<file path="src/rtl/slt_seq.sv">
// Multi-cycle signed compare/subtract unit: one W-bit adder slice is reused over
// N/W cycles (LSB slice first) to produce a-b, a<b (signed) and a==b.

module adder_n #(
    parameter int W = 8
) (
    input  logic [W-1:0] x,
    input  logic [W-1:0] y,
    input  logic         cin,
    output logic [W-1:0] sum,
    output logic         cout
);
    assign {cout, sum} = {1'b0, x} + {1'b0, y} + {{W{1'b0}}, cin};
endmodule

module slt_seq #(
    parameter int N = 32,
    parameter int W = 8
) (
    input  logic         clk,
    input  logic         rst,
    input  logic         i_valid,
    output logic         i_ready,
    input  logic [N-1:0] a,
    input  logic [N-1:0] b,
    output logic         o_valid,
    input  logic         o_ready,
    output logic         lt,
    output logic         eq,
    output logic [N-1:0] diff
);
    localparam int S  = N / W;
    localparam int KW = (S > 1) ? $clog2(S) : 1;

    typedef enum logic [1:0] {IDLE, RUN, DONE} state_t;

    state_t        state;
    logic [N-1:0]  a_q;
    logic [N-1:0]  b_q;
    logic          carry;
    logic          zero;
    logic [KW-1:0] k;
    logic [W-1:0]  a_sl;
    logic [W-1:0]  b_sl;
    logic [W-1:0]  sum;
    logic          cout;
    logic          last;

    assign a_sl    = a_q[int'(k)*W +: W];
    assign b_sl    = b_q[int'(k)*W +: W];
    assign last    = (k == KW'(S - 1));
    assign i_ready = (state == IDLE);

    // Subtraction as a + ~b + 1: the +1 enters as the initial carry of slice 0.
    adder_n #(.W(W)) u_add (
        .x    (a_sl),
        .y    (~b_sl),
        .cin  (carry),
        .sum  (sum),
        .cout (cout)
    );

    always_ff @(posedge clk or posedge rst) begin
        if (rst) begin
            state   <= IDLE;
            a_q     <= '0;
            b_q     <= '0;
            carry   <= 1'b0;
            zero    <= 1'b0;
            k       <= '0;
            o_valid <= 1'b0;
            lt      <= 1'b0;
            eq      <= 1'b0;
            diff    <= '0;
        end else begin
            case (state)
                IDLE: begin
                    if (i_valid) begin
                        a_q   <= a;
                        b_q   <= b;
                        carry <= 1'b1;
                        zero  <= 1'b1;
                        k     <= '0;
                        state <= RUN;
                    end
                end
                RUN: begin
                    diff[int'(k)*W +: W] <= sum;
                    carry <= cout;
                    zero  <= zero & (sum == '0);
                    k     <= k + 1'b1;
                    // Differing signs decide the order outright; otherwise the difference cannot overflow.
                    if (last) begin
                        lt      <= (a_q[N-1] != b_q[N-1]) ? a_q[N-1] : sum[W-1];
                        eq      <= zero & (sum == '0);
                        o_valid <= 1'b1;
                        state   <= DONE;
                    end
                end
                DONE: begin
                    if (o_ready) begin
                        o_valid <= 1'b0;
                        state   <= IDLE;
                    end
                end
                default: state <= IDLE;
            endcase
        end
    end
endmodule

</file>
<file path="config.mk">
export PLATFORM = sky130hd
export DESIGN_NAME = slt_seq
export DESIGN_NICKNAME = d
export VERILOG_FILES = /design/src/rtl/slt_seq.sv
export SDC_FILE = /design/constraint.sdc
export NUM_CORES = 1
export LEC_CHECK = 0
export BUFFER_PORTS_ARGS = -buffer_cell sky130_fd_sc_hd__buf_4
export CAP_MARGIN = 30
export CORE_UTILIZATION = 50
export DETAILED_ROUTE_END_ITERATION = 8
export PLACE_DENSITY = 0.85
export RECOVER_POWER = 100
export SLEW_MARGIN = 0
export SYNTH_ARGS = -nofsm -noshare
export SYNTH_HDL_FRONTEND = slang
export SYNTH_SLANG_ARGS = --single-unit
</file>
<file path="constraint.sdc">
create_clock -name clk -period 6.28 [get_ports clk]
set_input_delay 0.942 -clock clk [delete_from_list [all_inputs] [get_ports clk]]
set_output_delay 0.942 -clock clk [all_outputs]
set_load 0.01 [all_outputs]
</file>
After elaboration in Yosys (flattened, before gate mapping)
Cells that the tools add are included.
W data, S select, Z words.
Cells by class
  add/sub/neg operators: 4
  muxes and demuxes: 14
  bitwise gates (word level): 2
  equality and inequality tests: 7
  shift-type cells: 4
  reduce and logical (&&, ||, !) cells: 9
Operators with widths (number)
  $shiftx A32 B6 Y8: 2
  $neg A5 Y33: 1
  $shift A8 B33 Y32 const A: 1
  $shiftx A8 B33 Y32: 1
  $bwmux W32: 1
  $add A8 B8 Y9: 1
  $add A9 B1 Y9: 1
  $logic_not A8 Y1: 1
  $mux W2: 4
  $not A8 Y8: 1
  $ne A2 B2 Y1 const B: 3
  $pmux W1 S2: 3
  $pmux W2 S3: 1
  $reduce_and A2 Y1: 3
  $reduce_and A3 Y1: 2
  $eq A2 B2 Y1 const B: 2
  $mux W1: 4
  $pmux W2 S2: 1
  $reduce_bool A2 Y1: 2
  $add A2 B1 Y2 const B: 1
  $eq A2 B1 Y1 const B: 1
  $logic_not A2 Y1: 1
  $and A1 B1 Y1: 1
  $ne A1 B1 Y1: 1
Word-level totals
  input port bits: 68
  logic and storage cells: 50
  bits in registers: 105

Longest topological paths before layout
  word-level depth: 7
  gate-level depth with buffers: 10

Hierarchy
Synthesis repeated with hierarchy kept, for this count alone.
Unflattened totals
  cells, all modules: 364
  area total of the unflattened synthesis: 5008.6 um2
By module, submodules not included
  slt_seq: sequential area each 2627.5 um2, area an instance 4677.0 um2, cells an instance 322, instances 1
  adder_n: sequential area each 0.0 um2, area an instance 331.6 um2, cells an instance 42, instances 1

Least setup slack after synthesis
Ideal clock, no wire load.
  kind: reg2reg
  start: reg k[1]
  end: reg eq
  setup time: 0.104 ns
  path slack: 2.859 ns
  stages on the path, launching flop included: 11
  buffers on the path: 2
  period minus slack after synthesis: 3.421 ns
  arrival time: 3.318 ns
  path through: dfrtp_1 clkbuf_1 clkbuf_1 mux4_2 fa_1 fa_1 nand2b_1 a21oi_1 xnor2_1 a2111o_1 o41ai_2
On the way
  longest elaborated chain between the ends: 6
  elaborated cells between the ends (all ways): 9
Ends and longest elaborated chain
  start, declared: line 42  | logic [KW-1:0] k;
  start signal, assigned: line 91  | k <= k + 1'b1;
  $shiftx A32 B6 Y8: line 50  | assign b_sl = b_q[int'(k)*W +: W];
  $not A8 Y8: line 57  | .y (~b_sl),
  $add A8 B8 Y9: line 13  | assign {cout, sum} = {1'b0, x} + {1'b0, y} + {{W{1'b0}}, cin};
  $add A9 B1 Y9: line 13
  $logic_not A8 Y1: line 95  | eq <= zero & (sum == '0);
  $and A1 B1 Y1: line 95
  end signal, assigned: line 95
  end, declared: line 29  | output logic eq,
Several ways; a longest one is shown, not always the timed one.
A chain may end at the register's enable or synchronous reset.

Final worst setup path
  start: in i_valid
  end: reg b_q[2]
On the way
  longest elaborated chain between the ends: 1
Ends and longest elaborated chain
  start, declared: line 22  | input logic i_valid,
  $reduce_and A2 Y1 (no line)
  end signal, assigned: line 67  | b_q <= '0;
  end signal, assigned: line 80  | b_q <= b;
  end, declared: line 39  | logic [N-1:0] b_q;
No other way between the ends.

==> results summary <==
The number of different library cells used by synthesis comes to 42. The number of max-capacitance violations reported came out at 2. The count of antenna diodes in the layout is 0. In this run the static leakage power is 0.00257 µW. The multi-input combinational cells in the finished layout cover a total of between 0.002 and 0.0025 mm².

Ranked by total cell area, the synthesized netlist is headed by sky130_fd_sc_hd__dfrtp_1 (55%), sky130_fd_sc_hd__mux2_2 (15%), sky130_fd_sc_hd__mux4_2 (7.5%). The relative slew slack is -71.4%. The worst setup path is captured at a register. The final-report max-slew violation count is 106. The die covers 0.00999 mm². The CTS H-tree depth came out at 3. The total via count after detailed routing is 3242. The share of the clock period used by the worst path after layout is 71.5%. The worst hold slack came out at 0.487 ns. In the routed design, unresolved DRC markers number 0. The count of placed standard cells including taps came out at about 580.

The overall global routing resource usage is 21.8%. The tree is rooted in a sky130_fd_sc_hd__clkbuf_8. The number of vias per cell is 5.45.

The synthesized design spends more area on one cell type than any other, namely sky130_fd_sc_hd__dfrtp_1. During I/O placement, the number of pins put on the boundary was 104. During synthesis, Yosys emitted a total of 0 warnings. The critical path in this run is classified as input pin to register. The number of global-route vias before repair was 3316. The post-cts repair resize count came out at 0. The data required time at the worst endpoint came out at about 6.5 ns. The initial utilization of the core area, before any placement, comes to about half. The final count of negative-setup-slack endpoints is 0. The setup TNS after final layout is 0 ns.

The horizontal die dimension came out at 100 µm. The number of standard cells after synthesis came out at 357. The initial antenna violation count is 0. The clock slew at the register clock pins of the worst setup and hold paths is ~0.090 ns.

The final reports fail on max-capacitance violations, max-slew violations. The post-synth design cell area is around 0.0048 mm². The average instance in the mapped netlist occupies 13.4 µm².

The pin count of the biggest net entering global routing is 55. TritonCTS built the clock tree. The global placer's final weighted congestion is about 0.8. The tightest min-delay check is of the register to register type. Summing all non-filler instances in the final layout gives an area of approximately 0.0058 mm². The worst register-to-register path has a setup slack of 2.01 ns. During placement, the flow inserted port buffers numbering between 100 and 150.

The sink count of the clock tree came out at 105. The number of buffers added to fix hold violations after cts came out at 0. The DRC violation total after the first TritonRoute iteration is 183. In this run the vertical extent of the chip is between 90 and 100 µm. At the pin with the least slew margin, the transition time is 2.57 ns. Setup repair after global routing left no endpoint under its margin.

The proportion of register bits with asynchronous set or reset after synthesis came out at 100%. The maximum frequency from static timing analysis came out at 223 MHz. Cells with a size suffix above 1 make up 35.6% of the layout. STA classifies the critical path startpoint as an input pin. Along the worst path, the maximum fanout reaches 50. The number of nets in the finished design came out at about 540. After synthesis, flip-flops and latches occupy 54.8% of the total area.

The final-report hold violation count came to 0. The most instantiated flip-flop cell in the synthesis netlist is sky130_fd_sc_hd__dfrtp_1. Once the clock tree was built, the setup fixing pass inserted 0 buffers. Summed over all layers, the global routing overflow is 0. The worst-case IR drop observed on VDD is ~360 µV. The area of all sequential standard cells came out at between 0.002 and 0.003 mm².

The share of Yosys cell area claimed by the top area cell type came out at 54.8%. The total nets after synthesis came out at 440. The estimated wirelength of the detail-placed design came out at 7.47 mm. The number of fillers in the final layout is 749. The clock reaches the later pin of the worst-skew pair after roughly 0.37 ns. The power density of the placed cells came out at 642 mW/mm². Before antenna repair, the detailed router went through 4 iterations. The core outline area came out at 0.00928 mm². The worst setup skew after layout is 0.00790 ns. The count of flip-flops with a built-in enable after synthesis came out at 0. In this run, synthesis produced a sequential element count of 105. Data on the critical path arrives at its endpoint at 4.75 ns. The number of nets with antenna violations after routing is 0. The average detailed-routed wire length per instance is around 17 µm. The area growth from synthesis to layout is 20.1%.

The total clock buffers created by CTS came out at 9. The area of placed instances came out at 0.00571 mm². Counting I/O delays and the setup requirement, the final critical path takes 4.49 ns. The wire length of the first global-routing pass is 16.4 mm. The routed wire length came out at 10.2 mm. Summing internal, switching and leakage power gives 3700 µW.

The floorplan has 35 rows. The run finished, with violations left. The post-layout instance count excluding filler cells is 595.

In this run the deepest clock path goes through 2 buffers.
kinds of logic (layout without fill, tap and decap cells):
kind of cell / count (synthesis) / after routing / synth area share [%]
muxes: 81 / 81 / 22.7
xor gates and xnor gates: 3 / 3 / 0.548
AOI/OAI and AO/OA: 61 / 61 / 9.18
and+or+nand+nor: 61 / 61 / 6.02
adders and majority gates: 15 / 15 / 4.22
DFF: 105 / 105 / 54.8
buffers and inverters: 31 / 140 / 2.56
power breakdown:
group	internal, µW	switching [µW]
sequential	989	201
clock	226	232
combinational	902	1150
flip-flops by register name (all words and copies together), names as in the netlist:
name,cells
a_q,32
b_q,32
diff,32
k,2
state,2
carry,1
eq,1
lt,1
o_valid,1
zero,1
cell usage in the layout, fill, tap and decap left out, types with 2 or more instances in the layout:
| cell type | n |
|---|---|
| sky130_fd_sc_hd__buf_4 | 67 |
| sky130_fd_sc_hd__ha_1 | 13 |
| sky130_fd_sc_hd__o31ai_1 | 4 |
| sky130_fd_sc_hd__inv_1 | 17 |
| sky130_fd_sc_hd__mux4_2 | 16 |
| sky130_fd_sc_hd__clkbuf_8 | 9 |
| sky130_fd_sc_hd__nand4_1 | 2 |
| sky130_fd_sc_hd__mux2_2 | 63 |
| sky130_fd_sc_hd__clkinvlp_4 | 3 |
| sky130_fd_sc_hd__nor2b_1 | 4 |
| sky130_fd_sc_hd__o21ai_0 | 22 |
| sky130_fd_sc_hd__nor2_1 | 10 |
| sky130_fd_sc_hd__a21oi_1 | 5 |
| sky130_fd_sc_hd__a22o_1 | 16 |
| sky130_fd_sc_hd__fa_1 | 2 |
| sky130_fd_sc_hd__xor2_1 | 2 |
| sky130_fd_sc_hd__or3_1 | 5 |
| sky130_fd_sc_hd__nand2_1 | 29 |
| sky130_fd_sc_hd__clkbuf_1 | 38 |
| sky130_fd_sc_hd__nor3_1 | 4 |
| sky130_fd_sc_hd__mux2i_1 | 2 |
| sky130_fd_sc_hd__clkbuf_4 | 2 |
| sky130_fd_sc_hd__and2_1 | 2 |
| sky130_fd_sc_hd__o41ai_1 | 2 |
| sky130_fd_sc_hd__dfrtp_1 | 105 |
| sky130_fd_sc_hd__nand2b_1 | 2 |
| sky130_fd_sc_hd__bufinv_16 | 2 |
synth_stat cells (5+ instances only):
| library cell | instances |
|---|---|
| sky130_fd_sc_hd__clkbuf_1 | 7 |
| sky130_fd_sc_hd__o21ai_0 | 22 |
| sky130_fd_sc_hd__dfrtp_1 | 105 |
| sky130_fd_sc_hd__a22o_1 | 16 |
| sky130_fd_sc_hd__nor2_1 | 10 |
| sky130_fd_sc_hd__inv_1 | 18 |
| sky130_fd_sc_hd__or3_1 | 5 |
| sky130_fd_sc_hd__mux2_2 | 63 |
| sky130_fd_sc_hd__ha_1 | 13 |
| sky130_fd_sc_hd__a21oi_1 | 5 |
| sky130_fd_sc_hd__buf_2 | 5 |
| sky130_fd_sc_hd__mux4_2 | 16 |
| sky130_fd_sc_hd__nand2_1 | 29 |
per-stage QoR:
step / util [%] / setup WS (ns)
after floorplan: - / 2.58
after global placement: 61.5 / 2.81
after detailed placement: 61.5 / 2.74
after CTS: 63.9 / 2.70
after global routing: 62.1 / 1.46
final: 62.1 / 1.79
path summary, 6_finish.rpt:
check / startpoint / to / depth (start not counted)
setup / recovery: i_valid / b_q[2]$_DFFE_PP0P_ / 5
setup reg to reg: state[1]$_DFFE_PP0P_ / b_q[2]$_DFFE_PP0P_ / 4
hold reg to reg: diff[1]$_DFFE_PP0P_ / diff[1]$_DFFE_PP0P_ / 2
hold / removal: diff[1]$_DFFE_PP0P_ / diff[1]$_DFFE_PP0P_ / 2
max in group asynchronous: rst / a_q[4]$_DFFE_PP0P_ / 3
min in group asynchronous: rst / a_q[22]$_DFFE_PP0P_ / 2
layer usage:
layer	track usage, %	routed length (µm)	vias up
met3	4.25	562	21
met1	29.5	4450	1604
met4	10.5	246	0
met5	0	0	-
met2	34.1	4940	107
li1	-	-	1510
critical path: stages:
cell	delay, ns
sky130_fd_sc_hd__clkbuf_4	0.10
sky130_fd_sc_hd__nor2b_1	0.17
sky130_fd_sc_hd__nor2b_1	1.13
sky130_fd_sc_hd__clkbuf_1	1.91
sky130_fd_sc_hd__mux2_2	0.48
final cells by class:
| type | count | area share [%] |
|---|---|---|
| inverters | 18 | 1.19 |
| repair buffers | 106 | 11.4 |
| clock inverters | 6 | 1.58 |
| multi-input cells | 221 | 35.2 |
| clock buffers | 10 | 2.21 |
| well taps | 129 | 2.80 |
| flip-flops and latches | 105 | 45.6 |
(Power assumes the default switching activity.)
